$ cat src/rtl/tmds_word_encoder_pkg.sv
// Shared definitions for the TMDS word encoder.
//   - SYM_W       : width of one TMDS symbol (10 bits)
//   - CTL_WORD_xx : control tokens sent during blanking, indexed by {C1,C0}
//   - CLK_WORD    : fixed pattern for the clock channel
//   - popcount8() : number of ones in an 8-bit value
package tmds_word_encoder_pkg;

  localparam int SYM_W = 10;

  localparam logic [SYM_W-1:0] CTL_WORD_00 = 10'b1101010100;
  localparam logic [SYM_W-1:0] CTL_WORD_01 = 10'b0010101011;
  localparam logic [SYM_W-1:0] CTL_WORD_10 = 10'b0101010100;
  localparam logic [SYM_W-1:0] CTL_WORD_11 = 10'b1010101011;
  localparam logic [SYM_W-1:0] CLK_WORD    = 10'b1111100000;

  function automatic logic [3:0] popcount8(input logic [7:0] value);
    logic [3:0] count;
    count = '0;
    for (int i = 0; i < 8; i++) begin
      count = count + {3'b000, value[i]};
    end
    return count;
  endfunction

endpackage

$ cat src/rtl/tmds_word_encoder_channel.sv
// One TMDS channel: 8b/10b transition-minimising encode with DC balancing.
// Two-stage pipeline, so a symbol appears two pclk edges after its inputs
// are sampled.
//   pclk    : pixel clock
//   reset_n : asynchronous active-low reset
//   data    : 8-bit colour component
//   c0, c1  : control bits, selecting the blanking token
//   de      : data enable, 1 = active video
//   symbol  : 10-bit TMDS symbol, bit 0 serialized first
module tmds_channel_encoder
  import tmds_word_encoder_pkg::*;
(
  input  logic             pclk,
  input  logic             reset_n,
  input  logic [7:0]       data,
  input  logic             c0,
  input  logic             c1,
  input  logic             de,
  output logic [SYM_W-1:0] symbol
);

  logic [8:0]        q_m_next;
  logic [8:0]        q_m_s1;
  logic              de_s1;
  logic [1:0]        ctl_s1;
  logic [3:0]        n1_q;
  logic signed [5:0] bias_wide;
  logic signed [4:0] bias;
  logic signed [4:0] cnt;
  logic signed [4:0] cnt_next;
  logic [SYM_W-1:0]  symbol_next;

  // Transition-minimised 9-bit word: bit 8 records which chaining
  // operator was used so the receiver can undo it.
  function automatic logic [8:0] encode_qm(input logic [7:0] d);
    logic [3:0] ones;
    logic       use_xnor;
    logic [8:0] q;
    ones     = popcount8(d);
    use_xnor = (ones > 4'd4) || ((ones == 4'd4) && !d[0]);
    q        = '0;
    q[0]     = d[0];
    for (int i = 1; i < 8; i++) begin
      q[i] = use_xnor ? ~(q[i-1] ^ d[i]) : (q[i-1] ^ d[i]);
    end
    q[8] = ~use_xnor;
    return q;
  endfunction

  always_comb begin
    q_m_next = encode_qm(data);
  end

  // Stage 1: hold q_m together with the matching DE and control bits.
  always_ff @(posedge pclk or negedge reset_n) begin
    if (!reset_n) begin
      q_m_s1 <= '0;
      de_s1  <= 1'b0;
      ctl_s1 <= 2'b00;
    end else begin
      q_m_s1 <= q_m_next;
      de_s1  <= de;
      ctl_s1 <= {c1, c0};
    end
  end

  // Stage 2: choose whether to invert q_m[7:0] so the running disparity
  // (cnt, ones minus zeros sent so far) is pulled back toward zero.
  // bias = N1 - N0 of q_m[7:0] = 2*N1 - 8, always in [-8, 8].
  always_comb begin
    n1_q        = popcount8(q_m_s1[7:0]);
    bias_wide   = $signed({1'b0, n1_q, 1'b0}) - 6'sd8;
    bias        = bias_wide[4:0];
    symbol_next = CTL_WORD_00;
    cnt_next    = 5'sd0;
    if (!de_s1) begin
      case (ctl_s1)
        2'b00:   symbol_next = CTL_WORD_00;
        2'b01:   symbol_next = CTL_WORD_01;
        2'b10:   symbol_next = CTL_WORD_10;
        default: symbol_next = CTL_WORD_11;
      endcase
    end else if ((cnt == 5'sd0) || (bias == 5'sd0)) begin
      symbol_next = {~q_m_s1[8], q_m_s1[8],
                     q_m_s1[8] ? q_m_s1[7:0] : ~q_m_s1[7:0]};
      cnt_next    = q_m_s1[8] ? (cnt + bias) : (cnt - bias);
    end else if (((cnt > 5'sd0) && (bias > 5'sd0)) ||
                 ((cnt < 5'sd0) && (bias < 5'sd0))) begin
      symbol_next = {1'b1, q_m_s1[8], ~q_m_s1[7:0]};
      cnt_next    = cnt - bias + (q_m_s1[8] ? 5'sd2 : 5'sd0);
    end else begin
      symbol_next = {1'b0, q_m_s1[8], q_m_s1[7:0]};
      cnt_next    = cnt + bias - (q_m_s1[8] ? 5'sd0 : 5'sd2);
    end
  end

  // Blanking forces cnt to zero, so every active line starts balanced.
  always_ff @(posedge pclk or negedge reset_n) begin
    if (!reset_n) begin
      symbol <= CTL_WORD_00;
      cnt    <= 5'sd0;
    end else begin
      symbol <= symbol_next;
      cnt    <= cnt_next;
    end
  end

endmodule

$ cat src/rtl/tmds_word_encoder.sv
// DVI TMDS word encoder: one RGB888 pixel plus syncs per pclk in, three
// 10-bit channel symbols plus the clock-channel word out (latency 2).
//   pclk          : pixel clock
//   reset_n       : asynchronous active-low reset
//   video_din     : [23:16] red, [15:8] green, [7:0] blue
//   video_hsync   : horizontal sync, carried as C0 on channel 0
//   video_vsync   : vertical sync, carried as C1 on channel 0
//   video_de      : data enable
//   tmds_ch0/1/2  : blue / green / red symbols
//   tmds_clk_word : constant clock-channel pattern
module tmds_word_encoder
  import tmds_word_encoder_pkg::*;
(
  input  logic             pclk,
  input  logic             reset_n,
  input  logic [23:0]      video_din,
  input  logic             video_hsync,
  input  logic             video_vsync,
  input  logic             video_de,
  output logic [SYM_W-1:0] tmds_ch0,
  output logic [SYM_W-1:0] tmds_ch1,
  output logic [SYM_W-1:0] tmds_ch2,
  output logic [SYM_W-1:0] tmds_clk_word
);

  tmds_channel_encoder u_ch0 (
    .pclk    (pclk),
    .reset_n (reset_n),
    .data    (video_din[7:0]),
    .c0      (video_hsync),
    .c1      (video_vsync),
    .de      (video_de),
    .symbol  (tmds_ch0)
  );

  tmds_channel_encoder u_ch1 (
    .pclk    (pclk),
    .reset_n (reset_n),
    .data    (video_din[15:8]),
    .c0      (1'b0),
    .c1      (1'b0),
    .de      (video_de),
    .symbol  (tmds_ch1)
  );

  tmds_channel_encoder u_ch2 (
    .pclk    (pclk),
    .reset_n (reset_n),
    .data    (video_din[23:16]),
    .c0      (1'b0),
    .c1      (1'b0),
    .de      (video_de),
    .symbol  (tmds_ch2)
  );

  assign tmds_clk_word = CLK_WORD;

endmodule

$ cat config.mk
export PLATFORM = sky130hd
export DESIGN_NAME = tmds_word_encoder
export DESIGN_NICKNAME = d
export VERILOG_FILES = /design/src/rtl/tmds_word_encoder_pkg.sv /design/src/rtl/tmds_word_encoder_channel.sv /design/src/rtl/tmds_word_encoder.sv
export SDC_FILE = /design/constraint.sdc
export NUM_CORES = 1
export LEC_CHECK = 0
export BUFFER_PORTS_ARGS = -buffer_cell sky130_fd_sc_hd__buf_2
export CORE_ASPECT_RATIO = 1.4
export CORE_MARGIN = 4
export CORE_UTILIZATION = 25
export CTS_CLUSTER_DIAMETER = 60
export DETAILED_ROUTE_END_ITERATION = 10
export PLACE_DENSITY = 0.48
export SETUP_SLACK_MARGIN = 0.4
export SLEW_MARGIN = 30
export SYNTH_ARGS = -nofsm -noshare
export SYNTH_HDL_FRONTEND = slang
export SYNTH_HIERARCHICAL = 1
export SYNTH_SLANG_ARGS = --single-unit
$ cat constraint.sdc
create_clock -name pclk -period 4.06 [get_ports pclk]
set_input_delay 0.812 -clock pclk [delete_from_list [all_inputs] [get_ports pclk]]
set_output_delay 0.812 -clock pclk [all_outputs]
set_load 0.1 [all_outputs]
Word level (Yosys, flattened, before mapping)
Index checks and enable logic that the tools add are counted. Widths: inputs -> output; s select.

Word-level logic and storage cells: 219. Flip-flop bits (word level): 75. Output and inout port bits: 40. Input port bits: 29.

Reductions and logical operators: 28. Add/sub/neg operators: 57. Equality and inequality tests: 5. $lt $le $gt $ge: 15. Bitwise operators: 51. Mux-type cells: 52.

Operators with widths (count): $add 4x1->4 (36); $mux 10 (9); $mux 5 (12); $add 5x5->5 (6); $gt 5x1->1 const B (6); $logic_not 5->1 (6); $lt 5x1->1 const B (6); $pmux 10 s3 (1); $sub 5x5->5 (6); $not 1->1 (27); $mux 8 (3); $not 8->8 (3); $mux 1 (21); $xor 1x1->1 (21); $sub 5x4->5 const B (3); $add 1x1->2 (6); $eq 4x3->1 const B (3); $gt 4x3->1 const B (3); $mux 2 (6); $logic_and 1x1->1 (9); $logic_or 1x1->1 (9); $logic_not 1->1 (3); $eq 2x1->1 const B (1); $eq 2x2->1 const B (1); $logic_not 2->1 (1).

Longest topological paths before layout
Depth in word-level cells: 29. Gate-level depth with buffers: 16. Depth with buffers taken out: 15.

Hierarchy
The synthesis kept the hierarchy.

By module, submodules not included: tmds_channel_encoder at u_ch1 (area an instance 1985.7 µm², seq. area each 656.9 µm², times used 1, cells an instance 192); tmds_channel_encoder at u_ch2 (area an instance 1983.2 µm², seq. area each 656.9 µm², times used 1, cells an instance 192); tmds_channel_encoder at u_ch0 (area an instance 1934.4 µm², seq. area each 656.9 µm², times used 1, cells an instance 182); tmds_word_encoder (area an instance 82.6 µm², seq. area each 0.0 µm², times used 1, cells an instance 12).

Worst setup path after synthesis
OpenSTA, ideal clock, no wires.

Path kind: register -> register. Start: register u_ch2.q_m_s1[0]. End: register u_ch2.cnt[4]. Setup time: 0.124 ns. Path buffers: 1. Data required time: 3.936 ns. Cell stages (with the launch flop): 17. Arrival time: 4.391 ns. Period minus slack after synthesis: 4.515 ns. Slack: -0.455 ns. Path through: dfrtp_1 > fa_1 > inv_1 > fa_1 > fa_1 > inv_1 > ha_1 > fa_1 > xor2_1 > ha_1 > ha_1 > clkbuf_1 > or2_2 > a21oi_1 > a2111oi_0 > a2111oi_0 > a211o_1.

Word-level cells in the longest chain between the ends: 14. Elaborated cells on any way between the ends: 23.

Ends and longest elaborated chain: start: declaration (RTL line tmds_word_encoder_channel.sv:23) `logic [8:0] q_m_s1;`; start signal: assignment (RTL line tmds_word_encoder_channel.sv:61) `q_m_s1 <= q_m_next;`; $add 1x1->2 (*) (RTL line tmds_word_encoder_pkg.sv:20) `count = count + {3'b000, value[i]};`; $add 4x1->4 (*) (6 in a row) (RTL line tmds_word_encoder_pkg.sv:20); $sub 5x4->5 (*) (RTL line tmds_word_encoder_channel.sv:72) `bias_wide = $signed({1'b0, n1_q, 1'b0}) - 6'sd8;`; parallel branches: the longest is 4 deep, another holds $add 5x5->5; $mux 5 (*) (RTL line tmds_word_encoder_channel.sv:83) `end else if ((cnt == 5'sd0) || (bias == 5'sd0)) begin`; $mux 5 (*) (RTL line tmds_word_encoder_channel.sv:76) `if (!de_s1) begin`; via u_ch2.cnt_next[4] (RTL line tmds_word_encoder_channel.sv:30) `logic signed [4:0] cnt_next;`; end signal: assignment (RTL line tmds_word_encoder_channel.sv:104) `cnt <= cnt_next;`; end: declaration (RTL line tmds_word_encoder_channel.sv:29) `logic signed [4:0] cnt;`.

Mark *: on every way through the listed nets, which the timed path passes.

Worst setup path after layout
Start: register u_ch0.q_m_s1[0]. End: register u_ch0.cnt[4].

Word-level cells in the longest chain between the ends: 14. Elaborated cells on any way between the ends: 23.

Ends and longest elaborated chain (RTL line): start: declaration (tmds_word_encoder_channel.sv:23); start signal: assignment (tmds_word_encoder_channel.sv:61); $add 1x1->2 (*) (tmds_word_encoder_pkg.sv:20); $add 4x1->4 (*) (6 in a row) (tmds_word_encoder_pkg.sv:20); $sub 5x4->5 (*) (tmds_word_encoder_channel.sv:72); parallel branches: the longest is 4 deep, another holds $add 5x5->5; $mux 5 (*) (tmds_word_encoder_channel.sv:83); $mux 5 (*) (tmds_word_encoder_channel.sv:76); via u_ch0.cnt_next[4] (tmds_word_encoder_channel.sv:30); end signal: assignment (tmds_word_encoder_channel.sv:104); end: declaration (tmds_word_encoder_channel.sv:29).

Marked as above.

==> impl_metrics.toml <==
[status]
outcome = "finished with violations"
violations = "negative setup slack"

[synth]
synth_top_area_cell = "dfrtp_1"
syn_inst = 578
netlist.area_leader.share_pct = 26.34
seq_area_frac_synth_pct = 32.92
syn_avg_cell_area_um2 = 10.36
yosysWarnings = 6
synth_area_um2 = 5986
synth_seq_cells = 78
synth_cell_types = 49
synthFlopType = "dfrtp_1"
synthArstFlopShare_pct = 100.0
synth_edf_count = 0
synthTopCellsByArea = "dfrtp_1, ha_1, fa_1, xnor2_1, dfstp_2"

[floorplan]
dieArea_um2 = 26520
start_util_pct = 25.61
row_count = 66
core-area_um2 = 23370
pin_count = 69
die-width_um = 138.8
die_y_um = 191.1

[clock_network]
htree_levels = 3
tritoncts.num_buffers = 9
clkTransAtPathRegs_ps = 60
cts_tree = "done"
insertion_delay_ps = 350
cts.path.max_buffers = 2
hold_buffers = 0
root_buffer = "clkbuf_16"
cts_sinks = 78

[critical_path]
cpMostUsedCell = "fa_1"
rr_worst_depth = 14
critPathMaxFanout = 3
r2r_slack_ps = -260
critPathBufInv = 3
rr_startpoint = "u_ch0/q_m_s1[0]$_DFF_PN0_"
cp.arrival_ps = 4530
end_kind = "flop"
worstSetupStartpointType = "flop"
reg2reg_to = "u_ch0/cnt[4]$_DFF_PN0_"
crit_chain = "fa_1 > inv_1 > fa_1 > fa_1 > inv_1 > ha_2 > fa_2 > inv_2 > fa_1 > nand2_1 > or3_4 > and3_4 > o2111ai_2 > o311ai_1"
cpPeakStageDelay_ps = 540
crit_slowest_cell = "fa_2"
cp_top_family = "adder cells"
required_ps = 4270
setup.worst_path.class = "reg -> reg"

[timing]
setup_viol = 29
rsz0062_at_grt = "true"
setup_slack_ps = -260.2
finalHoldViolCount = 0
slew_headroom_pct = 44.75
skew_ps = 8.392
tightest_slew_ps = 822.5
fin_crit_ps = 4320
fin_crit_sh_pct = 106.4
fmax_ghz = 0.2315
finalMaxSlewViolations = 0

[detailed_routing]
drc_errors = 0
routed_wirelength_mm = 13.87
vias = 4342
dr.pass1.iters = 4
ant_nets = 0
first_iter_violations = 90
wl_per_cell_um = 13.50
vias_per_cell = 4.228

[finish]
layout_common_cells = "inv_1, buf_4, dfrtp_1"
area_growth_pct = 40.76
final_area_um2 = 8426
antenna_cells = 0
layout_commonest_cell = "inv_1"
nNetsFinal = 847
utilization_pct = 36.05
drive_above_1_share_pct = 41.19

[global_routing]
track_usage_pct = 10.88
grt_max_degree = 69
grt_pass1_wl_mm = 23.11
grt_pass1_vias = 4720
overflow = 0
antenna_found_initial = 0

[placement]
gp_congestion = 0.8462
dp_hpwl_mm = 10.81
portBuffers = 58
placed_area_um2 = 7320

[hold_path]
min_path_type = "in -> async"

[job]
maxCapViolCount = 0
==> layer usage <==
metal	share of wire (%)	up-vias	track usage (%)	wire [um]
met5	0	-	0	0
met4	1.9	0	3.878	259
met3	2.8	16	2.277	394
met2	57	51	21.32	7914
met1	38	2134	11.35	5299
li1	-	2141	-	-
==> how the worst max path moves through the flow <==
stage                              startpoint  slack [ps]  depth (start not counted)                endpoint
global route        u_ch1/q_m_s1[0]$_DFF_PN0_        -400                         14  u_ch1/cnt[3]$_DFF_PN0_
CTS                 u_ch0/q_m_s1[0]$_DFF_PN0_        -280                         14  u_ch0/cnt[4]$_DFF_PN0_
detailed placement  u_ch1/q_m_s1[0]$_DFF_PN0_        -380                         15  u_ch1/cnt[4]$_DFF_PN0_
global placement    u_ch1/q_m_s1[0]$_DFF_PN0_        -330                         15  u_ch1/cnt[4]$_DFF_PN0_
floorplan           u_ch2/q_m_s1[0]$_DFF_PN0_        -260                         16  u_ch2/cnt[4]$_DFF_PN0_
finish              u_ch0/q_m_s1[0]$_DFF_PN0_        -260                         14  u_ch0/cnt[4]$_DFF_PN0_
==> layout make-up <==
cell class              instances  area [um^2]
inverters                      98        392.9
multi-input cells             390         4268
clock buffers                  10        239.0
repair buffers                139         1056
well taps                     306        382.9
clock inverters                 6        116.4
flip-flops and latches         78         1971
fillers                      2296        14940
==> Yosys cell counts, types with 5 or more instances <==
master    count
o21ai_0      14
inv_1        98
nor3_1        8
a21o_1        5
o21bai_1      7
buf_4        10
mux2i_1       9
dfrtp_1      63
xor2_1       22
nand2_1      19
fa_1         30
ha_1         72
dfstp_2      15
clkbuf_1     10
a21oi_1      54
xnor2_1      52
and3_1        6
nor2_1       12
a31oi_1       5
==> logic make-up (layout without fill, tap and decap cells) <==
kind of cell / count (synthesis) / after routing / synth area share (%)
mux: 15 / 15 / 3.198
buf+inv: 122 / 253 / 8.675
fa+ha+maj: 102 / 102 / 25.08
simple gates: 70 / 70 / 6.354
xor+xnor: 78 / 78 / 12.23
flops: 78 / 78 / 32.92
other cells: 2 / 14 / 0.1255
compound gates: 111 / 111 / 11.41
==> registers in the layout (all words and copies together), names as in the netlist <==
| register | cells |
|---|---|
| u_ch2/ctl_s1 | 2 |
| u_ch2/q_m_s1 | 9 |
| u_ch0/q_m_s1 | 9 |
| u_ch0/cnt | 4 |
| u_ch0/de_s1 | 1 |
| u_ch0/symbol | 10 |
| u_ch0/ctl_s1 | 2 |
| u_ch2/symbol | 10 |
| u_ch1/ctl_s1 | 2 |
| u_ch2/cnt | 4 |
| u_ch1/de_s1 | 1 |
| u_ch1/symbol | 10 |
| u_ch2/de_s1 | 1 |
| u_ch1/cnt | 4 |
| u_ch1/q_m_s1 | 9 |
==> what timing repair did <==
| action | CTS | global route |
|---|---|---|
| pin swaps | 38 | 29 |
| setup buffers | 3 | 5 |
| setup endpoints to repair | 41 | 47 |
| cloned | 3 | 0 |
| resized for setup | 66 | 44 |
==> per-stage QoR <==
stage          setup TNS [ps]  cells  setup slack, ps  hold WS, ps
2_1_floorplan           -2850    590           -263.3        506.5
3_3_place_gp            -3149   1000           -332.6        542.8
3_5_place_dp            -4066   1000           -381.9        542.4
4_1_cts                 -3350   1022           -282.9        546.9
5_1_grt                 -7648   1027           -402.8        501.1
6_report                -2617   1027           -260.2        437.8
Power is left out: the tool's default activity adds up to more than one toggle a clock period on the data nets, which glitch-free logic cannot reach.
